## src/rtl/async_bus_master.sv

```systemverilog
// Initiator for the strobe bus: turns one valid/ready command into a timed
// setup/strobe/hold/recovery cycle and returns a one-cycle response.
module async_bus_master #(
    parameter int SETUP_CYCLES    = 2,
    parameter int STROBE_CYCLES   = 8,
    parameter int HOLD_CYCLES     = 2,
    parameter int RECOVERY_CYCLES = 2
) (
    input  logic        clk,
    input  logic        rst,
    input  logic        cmd_valid,
    output logic        cmd_ready,
    input  logic        cmd_write,
    input  logic [23:0] cmd_addr,
    input  logic [31:0] cmd_wdata,
    input  logic [3:0]  cmd_be,
    output logic        rsp_valid,
    output logic        rsp_write,
    output logic [31:0] rsp_rdata,
    output logic        busy,
    output logic [23:0] address,
    output logic [31:0] data_out,
    input  logic [31:0] data_in,
    output logic [3:0]  be,
    output logic        ws_n,
    output logic        rs_n,
    output logic        as
);

    typedef enum logic [2:0] {
        IDLE    = 3'd0,
        SETUP   = 3'd1,
        STROBE  = 3'd2,
        HOLD    = 3'd3,
        RECOVER = 3'd4
    } state_t;

    // Each phase loads its length minus one so that a count of zero marks its last cycle.
    localparam logic [7:0] SETUP_LOAD    = 8'(SETUP_CYCLES - 1);
    localparam logic [7:0] STROBE_LOAD   = 8'(STROBE_CYCLES - 1);
    localparam logic [7:0] HOLD_LOAD     = 8'(HOLD_CYCLES - 1);
    localparam logic [7:0] RECOVERY_LOAD = 8'(RECOVERY_CYCLES - 1);

    state_t      state_q, state_d;
    logic [7:0]  cnt_q, cnt_d;
    logic        write_q, write_d;
    logic [23:0] address_q, address_d;
    logic [31:0] data_out_q, data_out_d;
    logic [3:0]  be_q, be_d;
    logic        ws_n_q, ws_n_d;
    logic        rs_n_q, rs_n_d;
    logic        as_q, as_d;
    logic        rsp_valid_q, rsp_valid_d;
    logic        rsp_write_q, rsp_write_d;
    logic [31:0] rsp_rdata_q, rsp_rdata_d;

    always_ff @(posedge clk) begin
        if (rst) begin
            state_q     <= IDLE;
            cnt_q       <= 8'd0;
            write_q     <= 1'b0;
            address_q   <= 24'd0;
            data_out_q  <= 32'd0;
            be_q        <= 4'd0;
            ws_n_q      <= 1'b1;
            rs_n_q      <= 1'b1;
            as_q        <= 1'b0;
            rsp_valid_q <= 1'b0;
            rsp_write_q <= 1'b0;
            rsp_rdata_q <= 32'd0;
        end else begin
            state_q     <= state_d;
            cnt_q       <= cnt_d;
            write_q     <= write_d;
            address_q   <= address_d;
            data_out_q  <= data_out_d;
            be_q        <= be_d;
            ws_n_q      <= ws_n_d;
            rs_n_q      <= rs_n_d;
            as_q        <= as_d;
            rsp_valid_q <= rsp_valid_d;
            rsp_write_q <= rsp_write_d;
            rsp_rdata_q <= rsp_rdata_d;
        end
    end

    // Outputs are computed one cycle ahead so every bus pin comes straight from a flop.
    always_comb begin
        state_d     = state_q;
        cnt_d       = cnt_q;
        write_d     = write_q;
        address_d   = address_q;
        data_out_d  = data_out_q;
        be_d        = be_q;
        ws_n_d      = ws_n_q;
        rs_n_d      = rs_n_q;
        as_d        = as_q;
        rsp_valid_d = 1'b0;
        rsp_write_d = rsp_write_q;
        rsp_rdata_d = rsp_rdata_q;

        case (state_q)
            IDLE: begin
                if (cmd_valid) begin
                    state_d    = SETUP;
                    cnt_d      = SETUP_LOAD;
                    write_d    = cmd_write;
                    address_d  = cmd_addr;
                    be_d       = cmd_be;
                    data_out_d = cmd_write ? cmd_wdata : 32'd0;
                    as_d       = 1'b1;
                end
            end
            SETUP: begin
                if (cnt_q == 8'd0) begin
                    state_d = STROBE;
                    cnt_d   = STROBE_LOAD;
                    ws_n_d  = ~write_q;
                    rs_n_d  = write_q;
                end else begin
                    cnt_d = cnt_q - 8'd1;
                end
            end
            STROBE: begin
                if (cnt_q == 8'd0) begin
                    state_d = HOLD;
                    cnt_d   = HOLD_LOAD;
                    ws_n_d  = 1'b1;
                    rs_n_d  = 1'b1;
                    if (!write_q) begin
                        rsp_rdata_d = data_in;
                    end
                end else begin
                    cnt_d = cnt_q - 8'd1;
                end
            end
            HOLD: begin
                if (cnt_q == 8'd0) begin
                    state_d     = RECOVER;
                    cnt_d       = RECOVERY_LOAD;
                    as_d        = 1'b0;
                    rsp_valid_d = 1'b1;
                    rsp_write_d = write_q;
                    if (write_q) begin
                        rsp_rdata_d = 32'd0;
                    end
                end else begin
                    cnt_d = cnt_q - 8'd1;
                end
            end
            RECOVER: begin
                if (cnt_q == 8'd0) begin
                    state_d = IDLE;
                end else begin
                    cnt_d = cnt_q - 8'd1;
                end
            end
            default: begin
                state_d = IDLE;
                ws_n_d  = 1'b1;
                rs_n_d  = 1'b1;
                as_d    = 1'b0;
            end
        endcase
    end

    assign cmd_ready = (state_q == IDLE);
    assign busy      = (state_q != IDLE);
    assign rsp_valid = rsp_valid_q;
    assign rsp_write = rsp_write_q;
    assign rsp_rdata = rsp_rdata_q;
    assign address   = address_q;
    assign data_out  = data_out_q;
    assign be        = be_q;
    assign ws_n      = ws_n_q;
    assign rs_n      = rs_n_q;
    assign as        = as_q;

endmodule
```

## config.mk

```make
export PLATFORM = sky130hd
export DESIGN_NAME = async_bus_master
export DESIGN_NICKNAME = d
export VERILOG_FILES = /design/src/rtl/async_bus_master.sv
export SDC_FILE = /design/constraint.sdc
export NUM_CORES = 1
export LEC_CHECK = 0
export CAP_MARGIN = 20
export CORE_MARGIN = 2
export CORE_UTILIZATION = 45
export DETAILED_ROUTE_END_ITERATION = 7
export PLACE_DENSITY = 0.89
export SLEW_MARGIN = 20
export SYNTH_ARGS = -nofsm -noshare
export SYNTH_HDL_FRONTEND = slang
export SYNTH_SLANG_ARGS = --single-unit
```

## constraint.sdc

```tcl
create_clock -name clk -period 5.4 [get_ports clk]
set_input_delay 1.62 -clock clk [delete_from_list [all_inputs] [get_ports clk]]
set_output_delay 1.62 -clock clk [all_outputs]
set_load 0.005 [all_outputs]
```

==> out/qor.txt <==
status: finished, final reports clean
largest net degree at the start of global routing: 108
Tmin final: 3.57 ns
Slew Viols, Final: 0
Core Area: 9240 um2
share of the synthesized area in the top cell type: 50.8%
Post-Layout Cell Count: 835
Worst IR Drop VDD: 0.000207 V
initial antenna violation count: 0
Final Hold Vio Count: 0
Hold Crit Depth: 2
clock buffer count from CTS: 9
worst setup margin: 1.83 ns
Routed wire per std cell: 15.3 um
DRT Pass-1 Iters: 5
count of final setup violators: 0
multi-input combinational cell area: 1900 um2
std cell rows: 35
Ant. Diodes: 0
#FFs+latches synth: 109
Die X-Extent: 102 um
initial core utilization: 46.5%
DRC errors left: 0
clock skew: 0.0114 ns
# H-tree levels: 3
Area contributors post-synth: dfxtp_1, a21oi_1, nand2_1, nand3_1, clkbuf_1
Clock Path Buffers: 2
syn_area_per_cell: 7.96 um2
die area: 10,400 um2
WP data arrival: 1.95 ns
GP Congestion: 0.902
Reg2Reg Depth: 6
Nets: 799
setup repair bufs after CTS: 0
Resize count post-CTS: 0
PD cells: 406 nW/um2
Antenna Nets Post-Route: 0
dominant cell type by area after synthesis: dfxtp_1
warnings from Yosys: 0
Post-synth ARST share: 0%
commonest non-fill, non-tap cells in the layout: clkdlybuf4s50_1, nand2_1, dfxtp_1, a21oi_1, nand3_1
Worst EP required: 3.78 ns
unrepaired setup endpoints after global routing: false
Critical Path End Type: output port
Pleak: 2.22 nW
FF/Latch Area: 2180 um2
mean number of vias per cell: 5.32
I/O pin count: 195
setup_tns: 0 ns
worst slack, placed: 1.87 ns
critical-path maximum fanout: 19
Synth cell types: 45
first-pass GRT wire length: 19.9 mm
post-cts hold buffer count: 0
initial DRC count: 178
Main synth FF type: dfxtp_1
Layout area overhead: 50.1%
crit share post-route: 66.1%
clk slew on worst S/H paths: 0.11 ns
die height: 102 um
post-synthesis cell area: 4300 um2
HP Class: reg2reg
slew at the pin with the worst max-slew slack: 1.10 ns
# clock sinks: 109
gr ovfl total: 0
Min Hold Slack: 0.456 ns
Root Driver: clkbuf_8
number of max-cap violations: 0
FILL cells: 694
Startpoint Class: register
placed cell areas: 6250 um2
Tot Pwr: 2.62 mW
TritonCTS clock tree: built
Vias: 4,445
layout cells sized above 1: 4.53%
most common cell after layout, fill and taps aside: clkdlybuf4s50_1
Setup CP Type: reg2out
post-DP HPWL: 8.98 mm
synthesized instance count: 540
Global Route Usage Sum: 24.0%
Detailed Route WL: 12.8 mm
fmax: 280 MHz
number of synthesized flops with an enable pin: 0
placed cell count: 819
vias in the first global route: 4,374
max_slew headroom: 26.8%
utilization after layout: 69.9%
PortBufs: 194
post-synthesis sequential area ratio: 50.8%
worst-skew pair later-pin latency: 0.37 ns
Synth Net Count: 638
cell area after layout: 6450 um2
-- worst max-delay path, cell delays in order, from the launching register on --
cell,delay (ns)
dfxtp_1,0.49
or3_1,0.45
inv_1,0.12
clkdlybuf4s50_1,0.52
-- report_power, final --
| part | total (mW) | internal, mW | leakage [nW] | switching, mW |
|---|---|---|---|---|
| logic | 1.05 | 0.492 | 1.23 | 0.556 |
| clock network | 0.521 | 0.234 | 0.102 | 0.286 |
| registers | 1.05 | 0.934 | 0.887 | 0.119 |
| total | 2.62 | 1.66 | 2.22 | 0.961 |
-- sequential cells by signal, indices dropped and copies added, names as in the netlist --
name,count
data_out,32
rsp_rdata,32
address,24
cnt_q,8
be,4
state_q,3
as,1
rs_n,1
rsp_valid,1
rsp_write,1
write_q,1
ws_n,1
-- logic make-up after synthesis --
kind of cell | count (synthesis) | synth area share [%]
mux | 3 | 0.699
buf+inv | 55 | 5.44
simple gates | 240 | 25.5
xor+xnor | 4 | 0.815
flops | 109 | 50.8
compound gates | 127 | 16.2
fa+ha+maj | 2 | 0.582
-- synth_stat cells (2+ instances only) --
cell type / instances
nor3_1: 5
a311oi_1: 4
xnor2_1: 3
nand2b_1: 6
nor4_1: 2
o21ai_0: 4
o211ai_1: 3
nor2_1: 6
o21ai_1: 2
nand2_1: 131
a211o_1: 2
mux2i_1: 3
nand3_1: 72
inv_1: 6
buf_6: 2
nand4_1: 2
nor3b_1: 2
buf_2: 7
a21oi_1: 102
dfxtp_1: 109
a211oi_1: 2
or3_1: 2
ha_1: 2
clkbuf_1: 38
o32a_1: 2
nand3b_1: 2
-- final timing paths --
check	startpoint	end	slack, ns
setup / recovery	state_q[2]$_SDFFE_PP0P_	cmd_ready	1.83
hold reg to reg	data_out[6]$_SDFFE_PP0P_	data_out[6]$_SDFFE_PP0P_	0.46
hold / removal	data_out[6]$_SDFFE_PP0P_	data_out[6]$_SDFFE_PP0P_	0.46
setup reg to reg	cnt_q[0]$_SDFFE_PP0P_	rsp_rdata[9]$_SDFFE_PP0P_	2.95
-- area by class of cell --
type / count / area share, %
clock buffer: 11 / 2.19
clock inverter: 5 / 1.03
inverter: 6 / 0.349
multi-input combinational: 376 / 29.4
sequential: 109 / 33.8
tap: 129 / 2.50
timing repair buffer: 199 / 30.7
-- layer usage --
metal  track usage [%]  wire, um  up-vias
li1                  -         -     2158
met1              27.1      4940     2055
met2              40.3      6300      190
met3              8.63      1080       42
met4              11.2       446        0
met5                 0         0        -
Note: power is estimated with default switching activity, not from simulation.
